`config.mk`:
```
export PLATFORM = sky130hd
export DESIGN_NAME = timer_multi
export DESIGN_NICKNAME = d
export VERILOG_FILES = /design/src/rtl/timer_multi.sv
export SDC_FILE = /design/constraint.sdc
export NUM_CORES = 1
export LEC_CHECK = 0
export CAP_MARGIN = 30
export CORE_MARGIN = 4
export CORE_UTILIZATION = 53
export CTS_CLUSTER_SIZE = 10
export DETAILED_ROUTE_END_ITERATION = 16
export DONT_BUFFER_PORTS = 1
export PLACE_DENSITY_LB_ADDON = 0.1
export SLEW_MARGIN = 20
export SYNTH_ARGS = -nofsm -noshare
export SYNTH_HDL_FRONTEND = slang
export SYNTH_SLANG_ARGS = --single-unit
export TNS_END_PERCENT = 10
```
`constraint.sdc`:
```
create_clock -name clk -period 8.55 [get_ports clk]
set_input_delay 1.71 -clock clk [delete_from_list [all_inputs] [get_ports clk]]
set_output_delay 1.71 -clock clk [all_outputs]
set_load 0.1 [all_outputs]
```
`src/rtl/timer_multi.sv`:
```
// timer_multi: memory-mapped machine timer with a 64-bit mtime counter,
// a programmable prescaler and CHANNELS 64-bit compare channels.
// Ports:
//   clk, reset_n        clock, async active-low reset
//   address_in          byte address, word index taken from [6:2]
//   sel_in, read_in     peripheral select, read strobe (snapshot only)
//   write_mask_in       byte-lane write enables, all zero = no write
//   write_value_in      write data
//   read_value_out      combinational read data, 0 when not selected
//   irq_out             registered per-channel level interrupts
//   mtime_out           registered mtime, also feeds the time CSR
module timer_multi #(
   parameter int CHANNELS       = 2,
   parameter int PRESCALE_WIDTH = 16
) (
   input  logic                clk,
   input  logic                reset_n,
   input  logic [31:0]         address_in,
   input  logic                sel_in,
   input  logic                read_in,
   output logic [31:0]         read_value_out,
   input  logic [3:0]          write_mask_in,
   input  logic [31:0]         write_value_in,
   output logic [CHANNELS-1:0] irq_out,
   output logic [63:0]         mtime_out
);

   localparam logic [4:0] IDX_MTIMEL   = 5'd0;
   localparam logic [4:0] IDX_MTIMEH   = 5'd1;
   localparam logic [4:0] IDX_CTRL     = 5'd2;
   localparam logic [4:0] IDX_PRESCALE = 5'd3;

   logic [4:0]                     idx;
   logic                           wr;
   logic                           tick;
   logic [63:0]                    mtime;
   logic [63:0]                    mtime_nx;
   logic [31:0]                    shadow_hi;
   logic [PRESCALE_WIDTH-1:0]      presc_cnt;
   logic [PRESCALE_WIDTH-1:0]      presc_nx;
   logic [PRESCALE_WIDTH-1:0]      div;
   logic [PRESCALE_WIDTH-1:0]      div_nx;
   logic                           en;
   logic                           en_nx;
   logic [CHANNELS-1:0]            ie;
   logic [CHANNELS-1:0]            ie_nx;
   logic [CHANNELS-1:0]            irq;
   logic [CHANNELS-1:0][63:0]      cmp;
   logic [CHANNELS-1:0][63:0]      cmp_nx;
   logic [31:0]                    reg_word;
   logic                           unused_addr;

   function automatic logic [31:0] merge(
      input logic [31:0] old,
      input logic [31:0] data,
      input logic [3:0]  mask
   );
      logic [31:0] r;
      r = old;
      for (int b = 0; b < 4; b++) begin
         if (mask[b]) r[8*b +: 8] = data[8*b +: 8];
      end
      return r;
   endfunction

   // Word index of the low (hi=0) or high (hi=1) half of channel ch.
   function automatic logic [4:0] cmp_idx(input int ch, input int hi);
      return 5'(4 + 2*ch + hi);
   endfunction

   assign idx         = address_in[6:2];
   assign wr          = sel_in & (|write_mask_in);
   assign tick        = en & (presc_cnt == div);
   assign unused_addr = ^{address_in[31:7], address_in[1:0]};

   // A bus write to either mtime half overrides the tick: the other
   // half keeps its pre-cycle value, so no carry leaks across.
   always_comb begin
      mtime_nx = tick ? mtime + 64'd1 : mtime;
      if (wr && idx == IDX_MTIMEL) begin
         mtime_nx = {mtime[63:32],
                     merge(mtime[31:0], write_value_in, write_mask_in)};
      end else if (wr && idx == IDX_MTIMEH) begin
         mtime_nx = {merge(mtime[63:32], write_value_in, write_mask_in),
                     mtime[31:0]};
      end
   end

   always_comb begin
      if (!en) begin
         presc_nx = '0;
      end else if (tick) begin
         presc_nx = '0;
      end else begin
         presc_nx = presc_cnt + PRESCALE_WIDTH'(1);
      end
      div_nx = div;
      if (wr && idx == IDX_PRESCALE) begin
         presc_nx = '0;
         for (int k = 0; k < PRESCALE_WIDTH; k++) begin
            if (write_mask_in[k/8]) div_nx[k] = write_value_in[k];
         end
      end
   end

   always_comb begin
      en_nx = en;
      ie_nx = ie;
      if (wr && idx == IDX_CTRL) begin
         if (write_mask_in[0]) en_nx = write_value_in[0];
         if (write_mask_in[1]) ie_nx = write_value_in[8 +: CHANNELS];
      end
   end

   always_comb begin
      cmp_nx = cmp;
      for (int i = 0; i < CHANNELS; i++) begin
         if (wr && idx == cmp_idx(i, 0)) begin
            cmp_nx[i][31:0] = merge(cmp[i][31:0],
                                    write_value_in, write_mask_in);
         end
         if (wr && idx == cmp_idx(i, 1)) begin
            cmp_nx[i][63:32] = merge(cmp[i][63:32],
                                     write_value_in, write_mask_in);
         end
      end
   end

   always_ff @(posedge clk or negedge reset_n) begin
      if (!reset_n) begin
         mtime     <= '0;
         presc_cnt <= '0;
         div       <= '0;
         en        <= 1'b0;
         ie        <= '0;
         shadow_hi <= '0;
         cmp       <= '1;
         irq       <= '0;
      end else begin
         mtime     <= mtime_nx;
         presc_cnt <= presc_nx;
         div       <= div_nx;
         en        <= en_nx;
         ie        <= ie_nx;
         cmp       <= cmp_nx;
         // Compare uses this cycle's registered values, so a same-cycle
         // CMP or mtime write is only seen one cycle later.
         for (int i = 0; i < CHANNELS; i++) begin
            irq[i] <= ie[i] & (mtime >= cmp[i]);
         end
         // Latch the upper half alongside the MTIMEL read so a later
         // MTIMEH read pairs with it.
         if (sel_in && read_in && idx == IDX_MTIMEL) begin
            shadow_hi <= mtime[63:32];
         end
      end
   end

   always_comb begin
      reg_word = '0;
      case (idx)
         IDX_MTIMEL:   reg_word = mtime[31:0];
         IDX_MTIMEH:   reg_word = shadow_hi;
         IDX_CTRL: begin
            reg_word[0]             = en;
            reg_word[8 +: CHANNELS] = ie;
         end
         IDX_PRESCALE: reg_word[PRESCALE_WIDTH-1:0] = div;
         default: begin
            for (int i = 0; i < CHANNELS; i++) begin
               if (idx == cmp_idx(i, 0)) reg_word = cmp[i][31:0];
               if (idx == cmp_idx(i, 1)) reg_word = cmp[i][63:32];
            end
         end
      endcase
   end

   assign read_value_out = sel_in ? reg_word : 32'd0;
   assign irq_out        = irq;
   assign mtime_out      = mtime;

endmodule
```
[Word-level counts from Yosys, hierarchy flattened]
Index checks and enable logic that the tools add are counted.
Word-level totals
  memory bits (read-only): 0
  register bits: 261
  latch bits: 0
  word-level logic and storage cells: 120
  output and inout bits: 98
  RAM bits: 0
  memories kept: 0
  input bits: 72
Operators by class
  multiplexer cells: 20
  shift-type cells: 0
  $lt $le $gt $ge: 2
  reduce and logical (&&, ||, !) cells: 43
  eq/ne operators: 17
  divide/modulo/power cells: 0
  bitwise gates (word level): 5
  multipliers: 0
  $add $sub $neg: 2
Operators with widths (count)
  2-to-1 mux 32 bit: 6
  >= comparator 64 bit: 2
  2-to-1 mux 64 bit: 2
  adder 64 x 1 -> 64 bit, second input constant: 1
  2-to-1 mux 16 bit: 3
  case mux 16 bit (3 select lines): 1
  AND reduction 2 bit: 20
  2-to-1 mux 8 bit: 4
  case mux 7 bit (4 select lines): 1
  case mux 6 bit (4 select lines): 1
  AND reduction 3 bit: 8
  == test 5 x 3 -> 1 bit, second input constant: 4
  inequality test 2 bit, second input constant: 9
  adder 16 x 1 -> 16 bit, second input constant: 1
  == test 16 bit: 1
  == test 5 x 2 -> 1 bit, second input constant: 2
  logical AND 1 bit: 10
  case mux 2 bit (4 select lines): 1
  == test 5 x 1 -> 1 bit, second input constant: 1
  zero test 5 bit: 1
  bitwise AND 1 bit: 4
  case mux 1 bit (4 select lines): 1
  nonzero test 2 bit: 2
  OR reduction 4 bit: 1
  2 further kinds: 2

[Longest topological paths before layout]
  depth in word-level cells: 7
  mapped depth: 9
  mapped depth without buffers: 8

[Worst setup path after synthesis]
No wires, ideal clock.
  kind: input to output
  start point: input address_in[3]
  end point: output read_value_out[12]
  setup slack: 2.354 ns
  cell stages on the path: 6
  path buffers: 3
  data required time: 6.840 ns
  data arrival time: 4.486 ns
  cell sequence: clkbuf_1 -> buf_1 -> clkbuf_1 -> mux4_2 -> a22oi_1 -> nor2b_1
On the way
  word-level cells in the longest chain between the ends: 7
Ends and longest elaborated chain
  from (decl): line 18  | input logic [31:0] address_in,
  == test 5 x 3 -> 1 bit: line 171  | if (idx == cmp_idx(i, 0)) reg_word = cmp[i][31:0];
  2-to-1 mux 32 bit: line 171
  2-to-1 mux 32 bit: line 172  | if (idx == cmp_idx(i, 1)) reg_word = cmp[i][63:32];
  2-to-1 mux 32 bit: line 171
  2-to-1 mux 32 bit: line 172
  case mux 6 bit (4 select lines) *: line 161  | case (idx)
  2-to-1 mux 32 bit *: line 178  | assign read_value_out = sel_in ? reg_word : 32'd0;
  to (decl): line 21  | output logic [31:0] read_value_out,
Every way passes the cells marked *; elsewhere a longest branch is shown, timed or not.

[Worst setup path after layout]
  start point: input address_in[2]
  end point: output read_value_out[0]
On the way
  word-level cells in the longest chain between the ends: 7
Ends and longest elaborated chain (line)
  == test 5 x 3 -> 1 bit: 171
  2-to-1 mux 32 bit: 171
  2-to-1 mux 32 bit: 172
  2-to-1 mux 32 bit: 171
  2-to-1 mux 32 bit: 172
  case mux 1 bit (4 select lines) *: 161
  2-to-1 mux 32 bit *: 178
Marks and branches as above.

==> qor.yml <==
status: "completed"
drtAntennaViolNets: 0
final_cell_mix: "mux2_2, inv_1, dfrtp_1, nand2_1, ha_1"
setup_violations: 0
wl_mm: 59.4
synth_area_leaders: "dfstp_2, dfrtp_1, mux2_2"
setup_ws_ps: 3030
p_comb_share_pct: 25.2
p_sw_mw: 1.22
die_area_mm2: 0.0358
yosys_most_used_dff: "dfrtp_1"
n_fill_cell: 2723
synthCells: 1730
synth_enable_flop_cells: 0
crit_fanout: 76
antenna_found_initial: 0
synth_cell_type_count: 70
crit_arrival_ps: 3810
start_util_pct: 53.6
place_congestion: 0.948
fin_nets: 2018
avgSynthCellArea_um2: 10.1
insertedDiodeCount: 0
critPathCaptureType: "primary output"
cts-root-buf: "clkbuf_16"
vias_per_cell: 6.55
ys_seq_area_share_pct: 38.5
pin_count: 170
grt_max_degree: 262
cts_tree: "done"
ir_worst_vdd_uv: 164
drv_slew: 0
synth_warnings: 0
fp.dieH_um: 189
grt-ovfl-total: 0
first_pass_iters: 6
die_width_um: 189
cap_violations: 0
post-cts-setup-buffers: 0
tightest_slew_ps: 1040
path_class: "in2out"
area_delta_synth_final_pct: 15.4
routedWlPerCell_um: 26.0
drt_iter0_drc: 1414
leakagePower_nw: 8.40
drive_above_1_share_pct: 30.1
ys_ff_latch: 261
pre_cts_ws_ps: 3120
finalCritPeriodShare_pct: 64.6
port_buffers: 0
dp_hpwl_mm: 42.1
clk_latency_ps: 570
critPathLaunchType: "input pin"
drc: 0
synth_top_cell_area_share_pct: 19.3
synth_nets: 1932
max_slew_margin_pct: 29.8
fmax_mhz: 181
yosysTopAreaCell: "dfstp_2"
numCtsBuffers: 30
coreArea_mm2: 0.0325
cts_hold_buf: 0
syn-cell-area_mm2: 0.0174
power.density_mw_per_mm2: 184
path_clk_slew_ps: 60
rsz0062_at_grt: "false"
dp_cells: 2224
setup_tns_ps: 0
layoutNonFillerInstCount: 2282
post-route-min-period_ps: 5520
grt_pass1_vias: 14713
fin_skew_ps: 9.56
cts.path.max_buffers: 3
cts_sinks: 261
intPower_mw: 2.47
mostFrequentLayoutCell: "mux2_2"
hold_class: "reg2reg"
switching_share_pct: 33.0
hold_viol_final: 0
grt_usage_pct: 32.7
cp_data_required_time_ps: 6840
grt_pass1_wl_mm: 90.6
cts_resized: 0
rows: 66
via_count: 14957
synthArstFlopShare_pct: 100
seqPwrFrac_pct: 41.6
htreeDepth: 1
pwr-share-clk_pct: 33.2
-- layout make-up --
type / count / area [µm²] / area share [%]
clock buffer: 56 / 900 / 4.48
sequential: 261 / 6690 / 33.3
tap: 442 / 553 / 2.75
inverter: 137 / 514 / 2.56
multi-input combinational: 1254 / 10000 / 49.9
timing repair buffer: 132 / 1410 / 7.02
-- final timing paths --
kind / depth (start not counted) / slack (ps) / to / startpoint
max: 4 / 3030 / read_value_out[0] / address_in[2]
min: 1 / 500 / shadow_hi[8] / shadow_hi[8]
max reg2reg: 7 / 5180 / mtime_out[51] / presc_cnt[11]
min reg2reg: 1 / 500 / shadow_hi[8] / shadow_hi[8]
max in group asynchronous: 0 / 7230 / cmp[90] / reset_n
min in group asynchronous: 0 / 850 / shadow_hi[13] / reset_n
-- layer usage --
metal / wire [µm] / global-route usage, % / up-vias
met5: 0 / 0 / -
met4: 1990 / 9.92 / 0
li1: - / - / 6623
met1: 25300 / 46.4 / 7451
met2: 26600 / 50.4 / 744
met3: 5510 / 7.34 / 139
-- cell families (layout without fill, tap and decap cells) --
group | Yosys count | in the layout | synth area share (%)
simple gates | 475 | 475 | 14.1
compound gates | 376 | 376 | 14.3
flops | 261 | 261 | 38.5
mux | 243 | 243 | 17.6
buf+inv | 215 | 325 | 4.65
fa+ha+maj | 130 | 130 | 9.35
xor+xnor | 30 | 30 | 1.51
-- cells in the mapped netlist (all sizes together), types with 4 or more instances --
library cell,count
nand3,46
o211ai,6
ha,130
or4,9
nor2,90
nor4,21
a32oi,9
nand2,133
mux2i,32
nor3,18
mux4,32
inv,136
nor2b,33
nand2b,5
o22ai,21
xnor2,16
a41oi,13
o21ai,56
o31ai,5
o2bb2a,9
a221oi,7
and3,26
a21o,9
and4,26
dfstp,128
xor2,14
mux2,179
o2bb2ai,10
a21oi,118
a211oi,4
dfrtp,133
a22oi,27
and2,13
o22a,19
o41ai,4
buf,12
a2bb2oi,8
clkbuf,66
nand4,42
a2111oi,6
or2,4
a31oi,23
-- registers in the layout, summed over array words and instances, names as in the netlist --
name	count
div	16
mtime_out	64
irq_out	2
shadow_hi	32
presc_cnt	16
en	1
ie	2
cmp	128
-- worst max-delay path, stage by stage --
cell,delay [ps]
and2_1,760
a32oi_1,210
o21ai_0,220
and2_1,840
-- per-stage QoR --
step	utilization (%)	hold WS (ps)	total power [mW]	area (µm²)
final	61.9	503	3.69	20100
after global routing	61.9	519	3.85	20100
after CTS	61.7	503	3.69	20000
after detailed placement	59.0	490	2.47	19100
after global placement	56.6	481	2.40	18400
after floorplan	-	450	2.17	17400
-- power by group through the flow --
| stage | Sequential, mW | Clock [mW] | Combinational, mW |
|---|---|---|---|
| 6_report | 1.53 | 1.23 | 0.928 |
| 2_1_floorplan | 1.68 | 0 | 0.492 |
| 3_5_place_dp | 1.55 | 0 | 0.915 |
| 5_1_grt | 1.55 | 1.29 | 1.01 |
| 4_1_cts | 1.53 | 1.24 | 0.919 |
| 3_3_place_gp | 1.57 | 0 | 0.829 |
(Power assumes the default switching activity.)
